`src/rtl/mem_bus_ctrl_pkg.sv`:
```
// Shared encodings for the M-stage bus controller: access sizes, FSM states
// and the load-extension types that ride along untouched to the extender.
package mem_bus_ctrl_pkg;

    typedef enum logic [1:0] {
        SIZE_W   = 2'b00,
        SIZE_H   = 2'b01,
        SIZE_B   = 2'b10,
        SIZE_RSV = 2'b11
    } reqSize_t;

    typedef enum logic [1:0] {
        IDLE = 2'd0,
        BUSY = 2'd1,
        DONE = 2'd2
    } busState_t;

    typedef enum logic [2:0] {
        LD_LW  = 3'd0,
        LD_LH  = 3'd1,
        LD_LHU = 3'd2,
        LD_LB  = 3'd3,
        LD_LBU = 3'd4
    } ldType_t;

endpackage

```
`src/rtl/mem_bus_ctrl_if.sv`:
```
// Pipeline request / bus / response bundle of the M-stage bus controller.
// master is the controller side, slave is the pipeline-plus-memory side.
interface mem_bus_ctrl_if;

    logic        req_valid;
    logic        req_we;
    logic [1:0]  req_size;
    logic [31:0] req_addr;
    logic [31:0] req_wdata;
    logic [2:0]  req_ldtype;

    logic        bus_req;
    logic        bus_we;
    logic [31:0] bus_addr;
    logic [3:0]  bus_byteen;
    logic [31:0] bus_wdata;
    logic        bus_ack;
    logic [31:0] bus_rdata;

    logic        stall;
    logic        rsp_valid;
    logic [31:0] rsp_rdata;
    logic [1:0]  rsp_ad;
    logic [2:0]  rsp_ldtype;
    logic        exc_adel;
    logic        exc_ades;
    logic        bus_err;

    modport master (
        input  req_valid, req_we, req_size, req_addr, req_wdata, req_ldtype,
        input  bus_ack, bus_rdata,
        output bus_req, bus_we, bus_addr, bus_byteen, bus_wdata,
        output stall, rsp_valid, rsp_rdata, rsp_ad, rsp_ldtype,
        output exc_adel, exc_ades, bus_err
    );

    modport slave (
        output req_valid, req_we, req_size, req_addr, req_wdata, req_ldtype,
        output bus_ack, bus_rdata,
        input  bus_req, bus_we, bus_addr, bus_byteen, bus_wdata,
        input  stall, rsp_valid, rsp_rdata, rsp_ad, rsp_ldtype,
        input  exc_adel, exc_ades, bus_err
    );

endinterface

```
`src/rtl/mem_bus_ctrl_store_lane_align.sv`:
```
// Store lane steering and alignment check: byte enables, replicated data, misaligned flag.
// Purely combinational, zero latency; no handshake, so no backpressure.
module mem_bus_ctrl_store_lane_align
    import mem_bus_ctrl_pkg::*;
(
    input  logic [1:0]  size,
    input  logic [1:0]  addrLo,
    input  logic [31:0] wdata,
    output logic [3:0]  byteen,
    output logic [31:0] wdataRep,
    output logic        misaligned
);

    always_comb begin
        byteen     = 4'b0000;
        wdataRep   = 32'h0000_0000;
        misaligned = 1'b1;
        case (reqSize_t'(size))
            SIZE_W: begin
                byteen     = 4'b1111;
                wdataRep   = wdata;
                misaligned = (addrLo != 2'b00);
            end
            SIZE_H: begin
                byteen     = addrLo[1] ? 4'b1100 : 4'b0011;
                wdataRep   = {2{wdata[15:0]}};
                misaligned = addrLo[0];
            end
            SIZE_B: begin
                byteen     = 4'b0001 << addrLo;
                wdataRep   = {4{wdata[7:0]}};
                misaligned = 1'b0;
            end
            default: begin
                // reserved size: no lanes, always trapped as misaligned
                misaligned = 1'b1;
            end
        endcase
    end

endmodule

```
`src/rtl/mem_bus_ctrl.sv`:
```
// M-stage bus controller: word-aligned bus cycles, pipeline stall, AdEL/AdES and watchdog abort.
// Latency: response N+1 cycles after acceptance for an ack N cycles into the bus cycle.
// Backpressure: stall holds the pipeline from acceptance until the bus acks or times out.
module mem_bus_ctrl
    import mem_bus_ctrl_pkg::*;
#(
    parameter int TIMEOUT = 16,
    parameter int CNT_W   = 5
) (
    input  logic           clk,
    input  logic           reset,
    mem_bus_ctrl_if.master mb
);

    busState_t         state;
    busState_t         stateNxt;
    logic [CNT_W-1:0]  cnt;

    logic [31:0]       latAddr;
    logic              latWe;
    logic [3:0]        latByteen;
    logic [31:0]       latWdata;
    logic [2:0]        latLdtype;

    logic [31:0]       rspRdata;
    logic [1:0]        rspAd;
    logic [2:0]        rspLdtype;
    logic              excAdel;
    logic              excAdes;

    logic [3:0]        laneByteen;
    logic [31:0]       laneWdata;
    logic              laneMis;

    logic              accept;
    logic              complete;
    logic              timeoutHit;
    logic              busy;

    mem_bus_ctrl_store_lane_align uStoreLaneAlign (
        .size       (mb.req_size),
        .addrLo     (mb.req_addr[1:0]),
        .wdata      (mb.req_wdata),
        .byteen     (laneByteen),
        .wdataRep   (laneWdata),
        .misaligned (laneMis)
    );

    always_comb begin
        stateNxt   = state;
        accept     = 1'b0;
        complete   = 1'b0;
        timeoutHit = 1'b0;
        case (state)
            IDLE: begin
                if (mb.req_valid && !laneMis) begin
                    accept   = 1'b1;
                    stateNxt = BUSY;
                end
            end
            BUSY: begin
                // an ack on the last watchdog cycle still completes normally
                if (mb.bus_ack) begin
                    complete = 1'b1;
                    stateNxt = DONE;
                end else if (cnt == CNT_W'(TIMEOUT - 1)) begin
                    timeoutHit = 1'b1;
                    complete   = 1'b1;
                    stateNxt   = DONE;
                end
            end
            DONE: begin
                stateNxt = IDLE;
            end
            default: begin
                stateNxt = IDLE;
            end
        endcase
    end

    always_ff @(posedge clk) begin
        if (!reset) begin
            state     <= IDLE;
            cnt       <= '0;
            latAddr   <= 32'h0;
            latWe     <= 1'b0;
            latByteen <= 4'h0;
            latWdata  <= 32'h0;
            latLdtype <= 3'h0;
            rspRdata  <= 32'h0;
            rspAd     <= 2'h0;
            rspLdtype <= 3'h0;
            excAdel   <= 1'b0;
            excAdes   <= 1'b0;
        end else begin
            state   <= stateNxt;
            excAdel <= (state == IDLE) && mb.req_valid && laneMis && !mb.req_we;
            excAdes <= (state == IDLE) && mb.req_valid && laneMis &&  mb.req_we;

            if (accept) begin
                cnt       <= '0;
                latAddr   <= mb.req_addr;
                latWe     <= mb.req_we;
                latByteen <= mb.req_we ? laneByteen : 4'h0;
                latWdata  <= mb.req_we ? laneWdata : 32'h0;
                latLdtype <= mb.req_ldtype;
            end else if (state == BUSY) begin
                cnt <= cnt + CNT_W'(1);
            end

            // response fields only move on completion so the extender sees stable values
            if (complete) begin
                rspRdata  <= (mb.bus_ack && !latWe) ? mb.bus_rdata : 32'h0;
                rspAd     <= latAddr[1:0];
                rspLdtype <= latLdtype;
            end
        end
    end

    assign busy          = (state == BUSY);

    assign mb.bus_req    = busy;
    assign mb.bus_we     = busy & latWe;
    assign mb.bus_addr   = busy ? {latAddr[31:2], 2'b00} : 32'h0;
    assign mb.bus_byteen = busy ? latByteen : 4'h0;
    assign mb.bus_wdata  = busy ? latWdata : 32'h0;

    assign mb.stall      = accept | busy;
    assign mb.rsp_valid  = (state == DONE);
    assign mb.rsp_rdata  = rspRdata;
    assign mb.rsp_ad     = rspAd;
    assign mb.rsp_ldtype = rspLdtype;
    assign mb.exc_adel   = excAdel;
    assign mb.exc_ades   = excAdes;
    assign mb.bus_err    = timeoutHit;

endmodule

```
`src/flat_wrapper.sv`:
```
// flat-port wrapper written by rule: the top's interface ports become plain ports
module mem_bus_ctrl_flat import mem_bus_ctrl_pkg::*;
#(
    parameter int TIMEOUT = 16,
    parameter int CNT_W   = 5
)
  (clk, reset, mb_req_valid, mb_req_we, mb_req_size, mb_req_addr, mb_req_wdata, mb_req_ldtype, mb_bus_ack, mb_bus_rdata, mb_bus_req, mb_bus_we, mb_bus_addr, mb_bus_byteen, mb_bus_wdata, mb_stall, mb_rsp_valid, mb_rsp_rdata, mb_rsp_ad, mb_rsp_ldtype, mb_exc_adel, mb_exc_ades, mb_bus_err);
  mem_bus_ctrl_if mb_i ();
  input  logic clk;
  input  logic reset;
  input wire logic [$bits(mb_i.req_valid)-1:0] mb_req_valid;
  input wire logic [$bits(mb_i.req_we)-1:0] mb_req_we;
  input wire logic [$bits(mb_i.req_size)-1:0] mb_req_size;
  input wire logic [$bits(mb_i.req_addr)-1:0] mb_req_addr;
  input wire logic [$bits(mb_i.req_wdata)-1:0] mb_req_wdata;
  input wire logic [$bits(mb_i.req_ldtype)-1:0] mb_req_ldtype;
  input wire logic [$bits(mb_i.bus_ack)-1:0] mb_bus_ack;
  input wire logic [$bits(mb_i.bus_rdata)-1:0] mb_bus_rdata;
  output wire logic [$bits(mb_i.bus_req)-1:0] mb_bus_req;
  output wire logic [$bits(mb_i.bus_we)-1:0] mb_bus_we;
  output wire logic [$bits(mb_i.bus_addr)-1:0] mb_bus_addr;
  output wire logic [$bits(mb_i.bus_byteen)-1:0] mb_bus_byteen;
  output wire logic [$bits(mb_i.bus_wdata)-1:0] mb_bus_wdata;
  output wire logic [$bits(mb_i.stall)-1:0] mb_stall;
  output wire logic [$bits(mb_i.rsp_valid)-1:0] mb_rsp_valid;
  output wire logic [$bits(mb_i.rsp_rdata)-1:0] mb_rsp_rdata;
  output wire logic [$bits(mb_i.rsp_ad)-1:0] mb_rsp_ad;
  output wire logic [$bits(mb_i.rsp_ldtype)-1:0] mb_rsp_ldtype;
  output wire logic [$bits(mb_i.exc_adel)-1:0] mb_exc_adel;
  output wire logic [$bits(mb_i.exc_ades)-1:0] mb_exc_ades;
  output wire logic [$bits(mb_i.bus_err)-1:0] mb_bus_err;
  assign mb_i.req_valid = mb_req_valid;
  assign mb_i.req_we = mb_req_we;
  assign mb_i.req_size = mb_req_size;
  assign mb_i.req_addr = mb_req_addr;
  assign mb_i.req_wdata = mb_req_wdata;
  assign mb_i.req_ldtype = mb_req_ldtype;
  assign mb_i.bus_ack = mb_bus_ack;
  assign mb_i.bus_rdata = mb_bus_rdata;
  assign mb_bus_req = mb_i.bus_req;
  assign mb_bus_we = mb_i.bus_we;
  assign mb_bus_addr = mb_i.bus_addr;
  assign mb_bus_byteen = mb_i.bus_byteen;
  assign mb_bus_wdata = mb_i.bus_wdata;
  assign mb_stall = mb_i.stall;
  assign mb_rsp_valid = mb_i.rsp_valid;
  assign mb_rsp_rdata = mb_i.rsp_rdata;
  assign mb_rsp_ad = mb_i.rsp_ad;
  assign mb_rsp_ldtype = mb_i.rsp_ldtype;
  assign mb_exc_adel = mb_i.exc_adel;
  assign mb_exc_ades = mb_i.exc_ades;
  assign mb_bus_err = mb_i.bus_err;
  mem_bus_ctrl #(.TIMEOUT(TIMEOUT), .CNT_W(CNT_W)) u_core (.clk(clk), .reset(reset), .mb(mb_i));
endmodule
```
`config.mk`:
```
export PLATFORM = sky130hd
export DESIGN_NAME = mem_bus_ctrl_flat
export DESIGN_NICKNAME = d
export VERILOG_FILES = /design/src/rtl/mem_bus_ctrl_pkg.sv /design/src/rtl/mem_bus_ctrl_if.sv /design/src/rtl/mem_bus_ctrl_store_lane_align.sv /design/src/rtl/mem_bus_ctrl.sv /design/src/flat_wrapper.sv
export SDC_FILE = /design/constraint.sdc
export NUM_CORES = 1
export LEC_CHECK = 0
export BUFFER_PORTS_ARGS = -buffer_cell sky130_fd_sc_hd__clkbuf_2
export CORE_MARGIN = 1
export CORE_UTILIZATION = 44
export CTS_CLUSTER_SIZE = 30
export DETAILED_ROUTE_END_ITERATION = 8
export MAX_ROUTING_LAYER = met4
export PLACE_DENSITY = 0.83
export SLEW_MARGIN = 0
export SYNTH_ARGS = -nofsm -noshare
export SYNTH_HDL_FRONTEND = slang
export SYNTH_HIERARCHICAL = 1
export SYNTH_SLANG_ARGS = --single-unit
```
`constraint.sdc`:
```
create_clock -name clk -period 2 [get_ports clk]
set_clock_uncertainty 0.1 [all_clocks]
set_input_delay 0.2 -clock clk [delete_from_list [all_inputs] [get_ports clk]]
set_output_delay 0.2 -clock clk [all_outputs]
set_load 0.02 [all_outputs]
```
==> reports/qor.txt <==
Status - complete, but fails checks
Failing checks - DRC
Drt pass-1 iters - 9
Critical Path End Type - primary output
Yosys cell types - 40
Req. time, crit path - 1.70 ns
Commonest non-fill, non-tap cells in the layout - clkbuf_2 (212), dfxtp_1 (116), nand2_1 (83)
Nets - 996
Hold Path Class - in -> reg
Synth top area share - 44.2%
Stages on the worst setup path - 5
Number of DRC violations after detailed-routing iteration 0 - 558
P_leak - 0.00363 uW
Max cap viols - 0
CP cell instances - dlygate4sd3_1 > buf_2 > or4b_4 > nand2_2 > clkbuf_8
First-pass GRT wire length - 26.6 mm
Drt wl/cell - 16.2 um
Area Overhead vs Synth - 50.3%
Peak supply drop - 0.653 mV
Finished Cell Area - 8030 um2
CP Buf/Inv Count - 3
Pin count of the biggest net entering global routing - 47
Area of the core - 11600 um2
Ys async rst share - 0%
Die ar. - 12600 um2
Slowest CP cell - dlygate4sd3_1
DRC - 6
Yosys warnings - 6
# fillers - 864
R2R Path Start - u_core/cnt[0]
Largest stage delay, worst path - 0.53 ns
Initial Util - 46.0%
Crit Reg-Reg Endpoint - u_core/mb.rsp_rdata[25]
Clk_lat worst skew - 0.40 ns
Rows - 39
Routed Antenna Nets - 0
Area leader, netlist - dfxtp_1
CP Class - in -> out
Setup crit start - mb_req_valid
Synth area leaders - dfxtp_1 (44%), and2_1 (8.9%), a21boi_0 (7.7%), a22o_1 (5.9%), nand2_1 (5.9%)
Number of flops mapped to enable cells by yosys - 0
Setup-failing EPs final - 0
Layout cells sized above 1 - 31.9%
Avg Inst Size Synth - 8.71 um2
Fmax - 0.513 GHz
PD cells - 813 nW/um2
Die X - 112 um
Mapped Cells - 613
Hold slack - 0.0710 ns
Final period demand of the worst path - 1.95 ns
Crit path DAT - 1.65 ns
Final hold viol count - 0
CTS Buffer Depth - 2
R2R cell count - 7
DRT Wirelength - 16.9 mm
Max FO, Critical Path - 7
Seq cells post-synth - 118
Vias in the first global route - 5533
TNS Setup - 0 ns
Via density per instance - 5.39
Worst Hold Depth - 3
HPWL after detailed placement - 9.55 mm
Final critical-path share of the clock period - 97.5%
R2R Setup Slk - 0.07 ns
Synthesized cell area - 5340 um2
Area after DPL - 6570 um2
PortBufs - 215
Num CTS Buffers - 17
GPL Wtd Cong - 0.854
Synth Flop Type - dfxtp_1
Final core utilization - 69.1%
Top delay family on crit path - buffers and inverters
Initial antenna violation count - 0
Htree depth - 4
Clk pin slew, worst setup/hold paths - 0.06 ns
Seq/Total Area, Yosys - 44.2%
Clock root cell - clkbuf_16
CTS tree - built
Critical Path End - mb_stall
Startpoint Class - primary input
Max Slew Vio Count - 0
Diode count - 0
Die H - 112 um
CTS sink count - 118
GRT Resource Usage Total - 27.3%
Most common library cell in the layout ignoring fill and taps - clkbuf_2
Via count - 5624
Total gr overflow - 0
Ports - 218
## per-layer routing
layer  part of all wire (%)  wire, um  global-route usage (%)  vias to the layer above
met5                      0         0                       -                        -
met1                     40      6730                    30.1                     2637
met2                     51      8620                    46.5                      271
li1                       -         -                       -                     2670
met3                    6.4      1080                    7.07                       46
met4                    2.8       472                    12.2                        0
## worst register-to-register path, cell delays in order (launching register included)
cell and delay, ns:
dfxtp_2 0.33, ha_1 0.20, and3_1 0.18, ha_2 0.18, nor2_1 0.12, buf_4 0.20
o21ai_0 0.15, a21boi_0 0.33
## cell type report
type	count	area, um2	area share [%]
inverter	12	50.0	0.623
tap	143	179	2.23
clock inverter	10	143	1.78
sequential	118	2370	29.5
multi-input combinational	428	2680	33.3
clock buffer	22	494	6.16
timing repair buffer	311	2120	26.4
## how the worst min path moves through the flow
stage	end	startpoint	slack (ns)
3_5_place_dp	u_core/mb.exc_adel	mb_req_we	0.28
4_1_cts	u_core/latWdata[3]	mb_req_wdata[3]	0.05
6_report	u_core/latWdata[3]	mb_req_wdata[3]	0.07
3_3_place_gp	u_core/mb.exc_adel	mb_req_we	0.28
2_1_floorplan	u_core/mb.exc_adel	mb_req_we	0.17
5_1_grt	u_core/latWdata[4]	mb_req_wdata[4]	0.06
## cell families (layout without fill, tap and decap cells)
kind of cell | after synthesis | count (layout) | synth area share, %
buf+inv | 68 | 355 | 6.09
mux | 16 | 16 | 3.00
simple gates | 225 | 225 | 22.6
compound gates | 181 | 181 | 23.2
other cells | 1 | 2 | 0.0702
flops | 118 | 118 | 44.2
xor+xnor | 2 | 2 | 0.328
fa+ha+maj | 2 | 2 | 0.469
## stage by stage
stage	instances	total power, uW	setup WS (ns)
6_report	1044	6530	0.0506
5_1_grt	1044	6740	-0.00525
4_1_cts	1040	6510	0.00143
3_5_place_dp	939	3170	0.0442
3_3_place_gp	939	3160	0.114
2_1_floorplan	614	2920	0.0343
## what timing repair did
item,in CTS,in global routing
gates resized for setup,7,9
endpoints found under the setup margin,28,17
endpoints found under the hold margin,68,0
pin swaps,0,0
setup buffers,0,2
gates cloned,1,2
hold buffers,69,0
## registers in the layout (all words and copies together) (netlist names), 3 cells and up
name,cells
u_core/latLdtype,3
u_core/latWdata,32
u_core/latAddr,32
u_core/mb.rsp_rdata,32
u_core/cnt,5
u_core/latByteen,4
u_core/mb.rsp_ldtype,3
## cell usage after synthesis, types with 3 or more instances
library cell / count
dfxtp_1: 118
nand2_1: 84
and2_1: 76
a21boi_0: 55
o21ai_0: 38
a22o_1: 36
nand4_1: 33
clkbuf_1: 30
o21ai_1: 26
a21boi_1: 17
mux2i_1: 16
buf_2: 14
inv_1: 11
nor2_1: 9
buf_6: 6
nand3_1: 6
buf_1: 4
nor2b_1: 4
a21o_1: 3
a21oi_1: 3
## where the power goes
group / internal (uW) / leakage [uW] / switching [uW]
clock network: 2130 / 0.000313 / 1090
logic: 393 / 0.00236 / 432
registers: 2430 / 0.000958 / 43.5
total: 4960 / 0.00363 / 1570
No activity file was read; power rests on OpenSTA's default activity.
